### src/rtl/axi_master_burst_engine.sv
// Turns a command + beat-stream interface into single-ID AXI4 INCR bursts,
// one transaction at a time, with a one-cycle completion pulse.
module axi_master_burst_engine #(
   parameter int C_AXI_ADDR_WIDTH = 12,
   parameter int C_AXI_DATA_WIDTH = 128,
   parameter int STRB_WIDTH       = C_AXI_DATA_WIDTH / 8,
   parameter int ID_WIDTH         = 1,
   parameter int AXI_ID           = 0
) (
   input  logic                        clk,
   input  logic                        rst,
   input  logic                        cmd_valid,
   output logic                        cmd_ready,
   input  logic                        cmd_write,
   input  logic [C_AXI_ADDR_WIDTH-1:0] cmd_addr,
   input  logic [7:0]                  cmd_len,
   input  logic [C_AXI_DATA_WIDTH-1:0] wr_data,
   input  logic [STRB_WIDTH-1:0]       wr_strb,
   input  logic                        wr_valid,
   output logic                        wr_ready,
   output logic [C_AXI_DATA_WIDTH-1:0] rd_data,
   output logic                        rd_last,
   output logic                        rd_valid,
   input  logic                        rd_ready,
   output logic                        done_valid,
   output logic [1:0]                  done_resp,
   output logic                        done_err,
   output logic                        busy,
   output logic [ID_WIDTH-1:0]         m_axi_awid,
   output logic [C_AXI_ADDR_WIDTH-1:0] m_axi_awaddr,
   output logic [7:0]                  m_axi_awlen,
   output logic [2:0]                  m_axi_awsize,
   output logic [1:0]                  m_axi_awburst,
   output logic                        m_axi_awlock,
   output logic [3:0]                  m_axi_awcache,
   output logic [2:0]                  m_axi_awprot,
   output logic                        m_axi_awvalid,
   input  logic                        m_axi_awready,
   output logic [C_AXI_DATA_WIDTH-1:0] m_axi_wdata,
   output logic [STRB_WIDTH-1:0]       m_axi_wstrb,
   output logic                        m_axi_wlast,
   output logic                        m_axi_wvalid,
   input  logic                        m_axi_wready,
   input  logic [ID_WIDTH-1:0]         m_axi_bid,
   input  logic [1:0]                  m_axi_bresp,
   input  logic                        m_axi_bvalid,
   output logic                        m_axi_bready,
   output logic [ID_WIDTH-1:0]         m_axi_arid,
   output logic [C_AXI_ADDR_WIDTH-1:0] m_axi_araddr,
   output logic [7:0]                  m_axi_arlen,
   output logic [2:0]                  m_axi_arsize,
   output logic [1:0]                  m_axi_arburst,
   output logic                        m_axi_arlock,
   output logic [3:0]                  m_axi_arcache,
   output logic [2:0]                  m_axi_arprot,
   output logic                        m_axi_arvalid,
   input  logic                        m_axi_arready,
   input  logic [ID_WIDTH-1:0]         m_axi_rid,
   input  logic [C_AXI_DATA_WIDTH-1:0] m_axi_rdata,
   input  logic [1:0]                  m_axi_rresp,
   input  logic                        m_axi_rlast,
   input  logic                        m_axi_rvalid,
   output logic                        m_axi_rready
);

   localparam logic [ID_WIDTH-1:0] ID_C = ID_WIDTH'(AXI_ID);
   localparam logic [2:0]          SIZE = 3'($clog2(STRB_WIDTH));

   typedef enum logic [2:0] {S_IDLE, S_AW, S_W, S_B, S_AR, S_R} state_t;

   state_t                        state;
   logic [C_AXI_ADDR_WIDTH-1:0]   burst_addr;
   logic [7:0]                    burst_len;
   logic [7:0]                    beat_cnt;
   logic [1:0]                    resp_acc;
   logic [1:0]                    rresp_max;
   logic                          w_hs;
   logic                          r_hs;
   logic                          r_end;
   logic                          cnt_zero;

   // done_valid also marks the closing cycle of B/R: the channel is gated
   // off so nothing more is accepted before returning to IDLE.
   assign cnt_zero  = (beat_cnt == 8'd0);
   assign w_hs      = (state == S_W) && wr_valid && m_axi_wready;
   assign r_hs      = (state == S_R) && !done_valid && m_axi_rvalid && rd_ready;
   assign r_end     = r_hs && (m_axi_rlast || cnt_zero);
   assign rresp_max = (m_axi_rresp > resp_acc) ? m_axi_rresp : resp_acc;

   assign cmd_ready = (state == S_IDLE);
   assign busy      = (state != S_IDLE);

   assign m_axi_wvalid = (state == S_W) && wr_valid;
   assign wr_ready     = (state == S_W) && m_axi_wready;
   assign m_axi_wdata  = wr_data;
   assign m_axi_wstrb  = wr_strb;
   assign m_axi_wlast  = (state == S_W) && cnt_zero;
   assign m_axi_bready = (state == S_B) && !done_valid;

   assign rd_valid     = (state == S_R) && !done_valid && m_axi_rvalid;
   assign m_axi_rready = (state == S_R) && !done_valid && rd_ready;
   assign rd_data      = m_axi_rdata;
   assign rd_last      = m_axi_rlast;

   assign m_axi_awid    = ID_C;
   assign m_axi_awaddr  = burst_addr;
   assign m_axi_awlen   = burst_len;
   assign m_axi_awsize  = SIZE;
   assign m_axi_awburst = 2'b01;
   assign m_axi_awlock  = 1'b0;
   assign m_axi_awcache = 4'b0011;
   assign m_axi_awprot  = 3'b000;
   assign m_axi_arid    = ID_C;
   assign m_axi_araddr  = burst_addr;
   assign m_axi_arlen   = burst_len;
   assign m_axi_arsize  = SIZE;
   assign m_axi_arburst = 2'b01;
   assign m_axi_arlock  = 1'b0;
   assign m_axi_arcache = 4'b0011;
   assign m_axi_arprot  = 3'b000;

   always_ff @(posedge clk) begin
      if (rst) begin
         state         <= S_IDLE;
         burst_addr    <= '0;
         burst_len     <= '0;
         beat_cnt      <= '0;
         resp_acc      <= '0;
         m_axi_awvalid <= 1'b0;
         m_axi_arvalid <= 1'b0;
         done_valid    <= 1'b0;
         done_resp     <= 2'b00;
         done_err      <= 1'b0;
      end else begin
         done_valid <= 1'b0;
         case (state)
            S_IDLE: begin
               if (cmd_valid) begin
                  burst_addr <= cmd_addr;
                  burst_len  <= cmd_len;
                  beat_cnt   <= cmd_len;
                  resp_acc   <= 2'b00;
                  done_err   <= 1'b0;
                  if (cmd_write) begin
                     m_axi_awvalid <= 1'b1;
                     state         <= S_AW;
                  end else begin
                     m_axi_arvalid <= 1'b1;
                     state         <= S_AR;
                  end
               end
            end
            S_AW: begin
               if (m_axi_awready) begin
                  m_axi_awvalid <= 1'b0;
                  state         <= S_W;
               end
            end
            S_W: begin
               if (w_hs) begin
                  if (cnt_zero) state <= S_B;
                  else          beat_cnt <= beat_cnt - 8'd1;
               end
            end
            S_B: begin
               if (done_valid) begin
                  state <= S_IDLE;
               end else if (m_axi_bvalid) begin
                  done_valid <= 1'b1;
                  done_resp  <= m_axi_bresp;
                  done_err   <= (m_axi_bid != ID_C);
               end
            end
            S_AR: begin
               if (m_axi_arready) begin
                  m_axi_arvalid <= 1'b0;
                  state         <= S_R;
               end
            end
            S_R: begin
               if (done_valid) begin
                  state <= S_IDLE;
               end else if (r_hs) begin
                  resp_acc <= rresp_max;
                  // Hold at zero on the final beat so len=255 never wraps.
                  if (!cnt_zero) beat_cnt <= beat_cnt - 8'd1;
                  done_err <= done_err || (m_axi_rid != ID_C) ||
                              (r_end && (m_axi_rlast != cnt_zero));
                  if (r_end) begin
                     done_valid <= 1'b1;
                     done_resp  <= rresp_max;
                  end
               end
            end
            default: state <= S_IDLE;
         endcase
      end
   end

endmodule

### config.mk
export PLATFORM = sky130hd
export DESIGN_NAME = axi_master_burst_engine
export DESIGN_NICKNAME = d
export VERILOG_FILES = /design/src/rtl/axi_master_burst_engine.sv
export SDC_FILE = /design/constraint.sdc
export NUM_CORES = 1
export LEC_CHECK = 0
export ABC_AREA = 1
export BUFFER_PORTS_ARGS = -buffer_cell sky130_fd_sc_hd__buf_2
export CAP_MARGIN = 25
export CORE_AREA = 3 3 257 259
export CTS_BUF_LIST = sky130_fd_sc_hd__clkbuf_16
export DETAILED_ROUTE_END_ITERATION = 6
export DIE_AREA = 0 0 260 262
export HOLD_SLACK_MARGIN = 0.06
export PLACE_DENSITY_LB_ADDON = 0.3
export SYNTH_ARGS = -nofsm -noshare
export SYNTH_HDL_FRONTEND = slang
export SYNTH_SLANG_ARGS = --single-unit
### constraint.sdc
create_clock -name clk -period 1.6 [get_ports clk]
set_input_delay 0.32 -clock clk [delete_from_list [all_inputs] [get_ports clk]]
set_output_delay 0.32 -clock clk [all_outputs]
set_load 0.01 [all_outputs]
; Word-level counts from Yosys, hierarchy flattened
; Cells that the tools add are included.
[op_classes]
reduce_logical = 33
n_eq_ne = 19
mux = 45
n_lt_le_gt_ge = 1
add_sub_neg = 1
[op_table]
columns = cell, n
row1 = two-way mux 8 bit, 5
row2 = case mux 8 bit (3 select lines), 1
row3 = "!= test 2 bit, second input constant", 11
row4 = two-way mux 3 bit, 7
row5 = two-way mux 2 bit, 9
row6 = AND reduction 6 bit, 3
row7 = two-way mux 1 bit, 16
row8 = case mux 3 bit (5 select lines), 1
row9 = AND reduction 4 bit, 3
row10 = logical AND 1 bit, 11
row11 = nonzero test 3 bit, 3
row12 = logical NOT 8 bit, 1
row13 = case mux 2 bit (2 select lines), 2
row14 = nonzero test 2 bit, 4
row15 = "subtractor 8 x 1 -> 8 bit, second input constant", 1
row16 = "== test 3 x 2 -> 1 bit, second input constant", 2
row17 = "== test 3 bit, second input constant", 2
row18 = case mux 1 bit (2 select lines), 3
row19 = AND reduction 5 bit, 1
row20 = "!= test 2 x 1 -> 1 bit, second input constant", 2
row21 = "== test 3 x 1 -> 1 bit, second input constant", 1
row22 = logical NOT 3 bit, 1
row23 = logical OR 1 bit, 3
row24 = case mux 1 bit (3 select lines), 1
row25 = other kinds (5), 5
[totals]
input_bits = 310
ff_bits = 39
output_inout_bits = 355

; Longest topological paths before layout
[depth]
word_depth = 10
mapped_depth = 12

; Least setup slack after synthesis
; OpenSTA, ideal clock, no wires.
[synth_path]
path_type = register to register
start = reg beat_cnt[0]
end = reg done_resp[0]
path_slack_ns = -0.036
t_required_ns = 1.484
t_arrival_ns = 1.520
path_stages_with_launch = 13
cell_sequence = dfxtp_1 -> inv_1 -> ha_1 -> nand2_1 -> nor2_1 -> inv_1 -> ha_1 -> inv_1 -> nand3_1 -> nand2_1 -> inv_1 -> nor2_1 -> nor2_1
[synth_between]
elab_chain_cells = 5
[synth_rtl]
columns = element, line_no
row1 = from (decl), 74  ; logic [7:0] beat_cnt;
row2 = from (signal assigned), 141  ; beat_cnt <= cmd_len;
row3 = from (signal assigned), 162  ; else beat_cnt <= beat_cnt - 8'd1;
row4 = from (signal assigned), 186  ; if (!cnt_zero) beat_cnt <= beat_cnt - 8'd1;
row5 = logical NOT 8 bit, 84  ; assign cnt_zero = (beat_cnt == 8'd0);
row6 = logical OR 1 bit, 87  ; assign r_end = r_hs && (m_axi_rlast || cnt_zero);
row7 = logical AND 1 bit, 87
row8 = != test 2 bit (no line), -
row9 = AND reduction 6 bit (no line), -
row10 = to (signal assigned), 170  ; done_resp <= m_axi_bresp;
row11 = to (signal assigned), 191  ; done_resp <= rresp_max;
row12 = to (decl), 26  ; output logic [1:0] done_resp,
; No other way between the ends.
; A chain may end at the register's enable or synchronous reset.

; Final worst setup path
[layout_path]
start = reg beat_cnt[1]
end = out m_axi_wlast
[layout_between]
elab_chain_cells = 2
[layout_rtl]
columns = element, line_no
row1 = logical NOT 8 bit, 84
row2 = logical AND 1 bit, 97  ; assign m_axi_wlast = (state == S_W) && cnt_zero;
row3 = to (decl), 41  ; output logic m_axi_wlast,
; No other way between the ends.

==> impl_metrics.toml <==
[run_status]
status = "finished with violations"
violations = "setup timing"

[worst_setup_path]
worstPathArrival_ns = 1.44
cp-start-kind = "flip-flop"
reg2reg_slack_ns = -0.10
critPathMaxFanout = 3
reg2reg_depth = 14
end_kind = "output port"
r2r_end = "done_err"
crit_required_ns = 1.28
r2r-start = "beat_cnt[1]"
critPathKind = "reg -> out"

[yosys]
synth_cell_types = 31
ys_seq_elements = 39
synth_top_cell_by_area = "buf_4"
synth.area.top_cells = "buf_4, dfxtp_1, nand2_1"
synth_ff_type = "dfxtp_1"
synth_top_family_by_area = "buffers and inverters"
yosysWarnings = 0
synth_xor_area_frac = 0
synthArstFlopShare = 0
synth_mux_area_frac = 0
synthesis.instances = 657
syn-cell-area_um2 = 4577
syn_avg_cell_area_um2 = 6.966
ys_seq_area_frac = 0.1706
synth.most_common_cell = "buf_4"
synth_common_cells = "buf_4, nand2_1, nor2_1"
synth_edf_count = 0
synth_compound_area_frac = 0.05714
synth_top_area_share = 0.5265
synth_fa_ha_area_frac = 0.01367
yosys.area_share.simple = 0.1788

[placement]
dpl.cell_count = 1320
port_buffers = 92
dp_hpwl_mm = 13.96
globalplace.congestion = 0.6634
pre_cts_slack_ns = -0.1814

[worst_hold_path]
min_path_type = "in -> reg"
holdPathEnd = "m_axi_araddr[7]"
whs_path_depth = 3
hold_start = "cmd_addr[7]"

[timing]
setup_viol = 4
drv_slew = 0
min_period_ns = 1.764
max_freq_mhz = 566.8
hold_viol = 0
setup_slack_ns = -0.1644
finalCritPeriodShare = 1.103
tns_ns = -0.4086
skew_ns = 0.01409
rsz0062_at_grt = "yes"

[detailed_routing]
drt-initial-drc-count = 134
via_per_inst = 2.307
wirelength_mm = 17.77
routed-via-count = 3098
wl_per_cell_um = 13.23
drc = 0
first_pass_iters = 4
postRouteAntennaNets = 0

[cells_and_area]
fin_util = 0.06975
final_nets = 801
fill_cells = 7568
drive_gt1_frac = 0.3881
area_growth_pct = -2.296
layout.cells.non_filler = 1343

[global_routing]
gr-total-overflow = 0
track_usage = 0.04829
grt_pass1_vias = 2986
grt_pass1_wl_mm = 22.49
antenna_found_initial = 5
grt_max_degree = 28

[power]
p_leak_nw = 1.850
p_per_area_nw_per_um2 = 1510
power_mw = 6.754
peakVddDrop_v = 0.0004629

[cts]
clkSinkCount = 39
cts_buffer_depth = 2
hold_buffers = 0
cts_root_buf = "clkbuf_16"
htree_levels = 2
cts_tree = "built"
numCtsBuffers = 5
path_clk_slew_ns = 0.07
clock_latency_ns = 0.31

[die]
start_util = 0.07139
ios = 665
dieArea_um2 = 68120
die_w_um = 260
core_region_area_um2 = 64120
rows = 93
die_y_um = 262

[run]
drv_cap = 0
cells in the final DEF (no fill, tap or decap), types with 4 or more instances in the layout:
cell / Yosys / routed
o21ai_0: 16 / 16
nand2_2: 3 / 5
inv_1: 41 / 34
buf_4: 321 / 28
dfxtp_1: 39 / 34
nand2_1: 82 / 78
nand4_1: 5 / 5
o21ai_1: 4 / 4
buf_2: 5 / 90
nor2_1: 45 / 37
clkbuf_16: 0 / 5
a21oi_1: 25 / 24
nor2_2: 3 / 8
conb_1: 2 / 28
buf_6: 1 / 5
nand3_1: 33 / 31
inv_2: 3 / 6
nor2_4: 2 / 5
metrics by stage:
step                      hold slack [ns]  cell area (µm²)
final                              0.2715             4472
after global routing               0.2713             4469
after CTS                          0.2614             4340
after detailed placement           0.4648             3926
after global placement             0.4569             3926
after floorplan                    0.4550             4679
per-layer routing:
layer,GRT usage,up-vias,part of all wire,wire length (µm)
li1,-,1340,-,-
met1,0.04534,1283,0.32,5753
met2,0.06808,321,0.42,7416
met3,0.03238,152,0.17,2946
met4,0.05061,2,0.092,1643
met5,0,-,0.00062,11
repair_timing:
item,4_1_cts,5_1_grt
gates cloned,1,0
pin swaps,10,14
endpoints found under the setup margin,21,41
resized for setup,37,29
endpoints found under the hold margin,0,0
setup buffers,10,3
worst max-delay path by stage:
stage / from / endpoint / depth (start not counted)
2_1_floorplan: beat_cnt[0] / done_resp[0] / 12
3_3_place_gp: beat_cnt[0] / done_resp[0] / 12
3_5_place_dp: beat_cnt[0] / done_resp[0] / 12
4_1_cts: beat_cnt[1] / m_axi_wlast / 8
5_1_grt: beat_cnt[1] / m_axi_wlast / 8
6_report: beat_cnt[1] / m_axi_wlast / 8
registers in the layout (all words and copies together) (netlist names):
signal / flops
m_axi_araddr: 12
beat_cnt: 8
m_axi_arlen: 8
state: 3
done_resp: 2
resp_acc: 2
done_err: 1
done_valid: 1
m_axi_arvalid: 1
m_axi_awvalid: 1
cells by family (layout without fill, tap and decap cells):
| group | count (synthesis) | after routing |
|---|---|---|
| AOI/OAI and AO/OA | 49 | 49 |
| adders and majority gates | 5 | 5 |
| buffers and inverters | 379 | 183 |
| DFF | 39 | 39 |
| other | 2 | 29 |
| and+or+nand+nor | 183 | 183 |
power by group:
group | switching, mW | internal (mW) | leakage [nW]
sequential | 0.234 | 1.26 | 0.323
combinational | 2.28 | 1.71 | 1.45
clock | 0.525 | 0.744 | 0.0804
critical path, cell delays in order, from the launching register on:
cell	delay [ns]
dfxtp_2	0.33
inv_2	0.06
ha_4	0.15
nand2_4	0.06
nor2_4	0.16
inv_2	0.05
buf_4	0.13
nor2_4	0.08
buf_6	0.11
cell type report:
| class | count | area [µm²] | area share |
|---|---|---|---|
| Clock inverter | 3 | 46.29 | 0.01035 |
| Sequential cell | 39 | 794.5 | 0.1777 |
| Antenna cell | 1 | 2.502 | 0.0005596 |
| Multi-Input combinational cell | 265 | 1396 | 0.3123 |
| Timing Repair Buffer | 129 | 839.6 | 0.1877 |
| Inverter | 46 | 197.7 | 0.04421 |
| Clock buffer | 5 | 125.1 | 0.02798 |
| Tap cell | 855 | 1070 | 0.2392 |
Power figures use the tool's default switching activity.
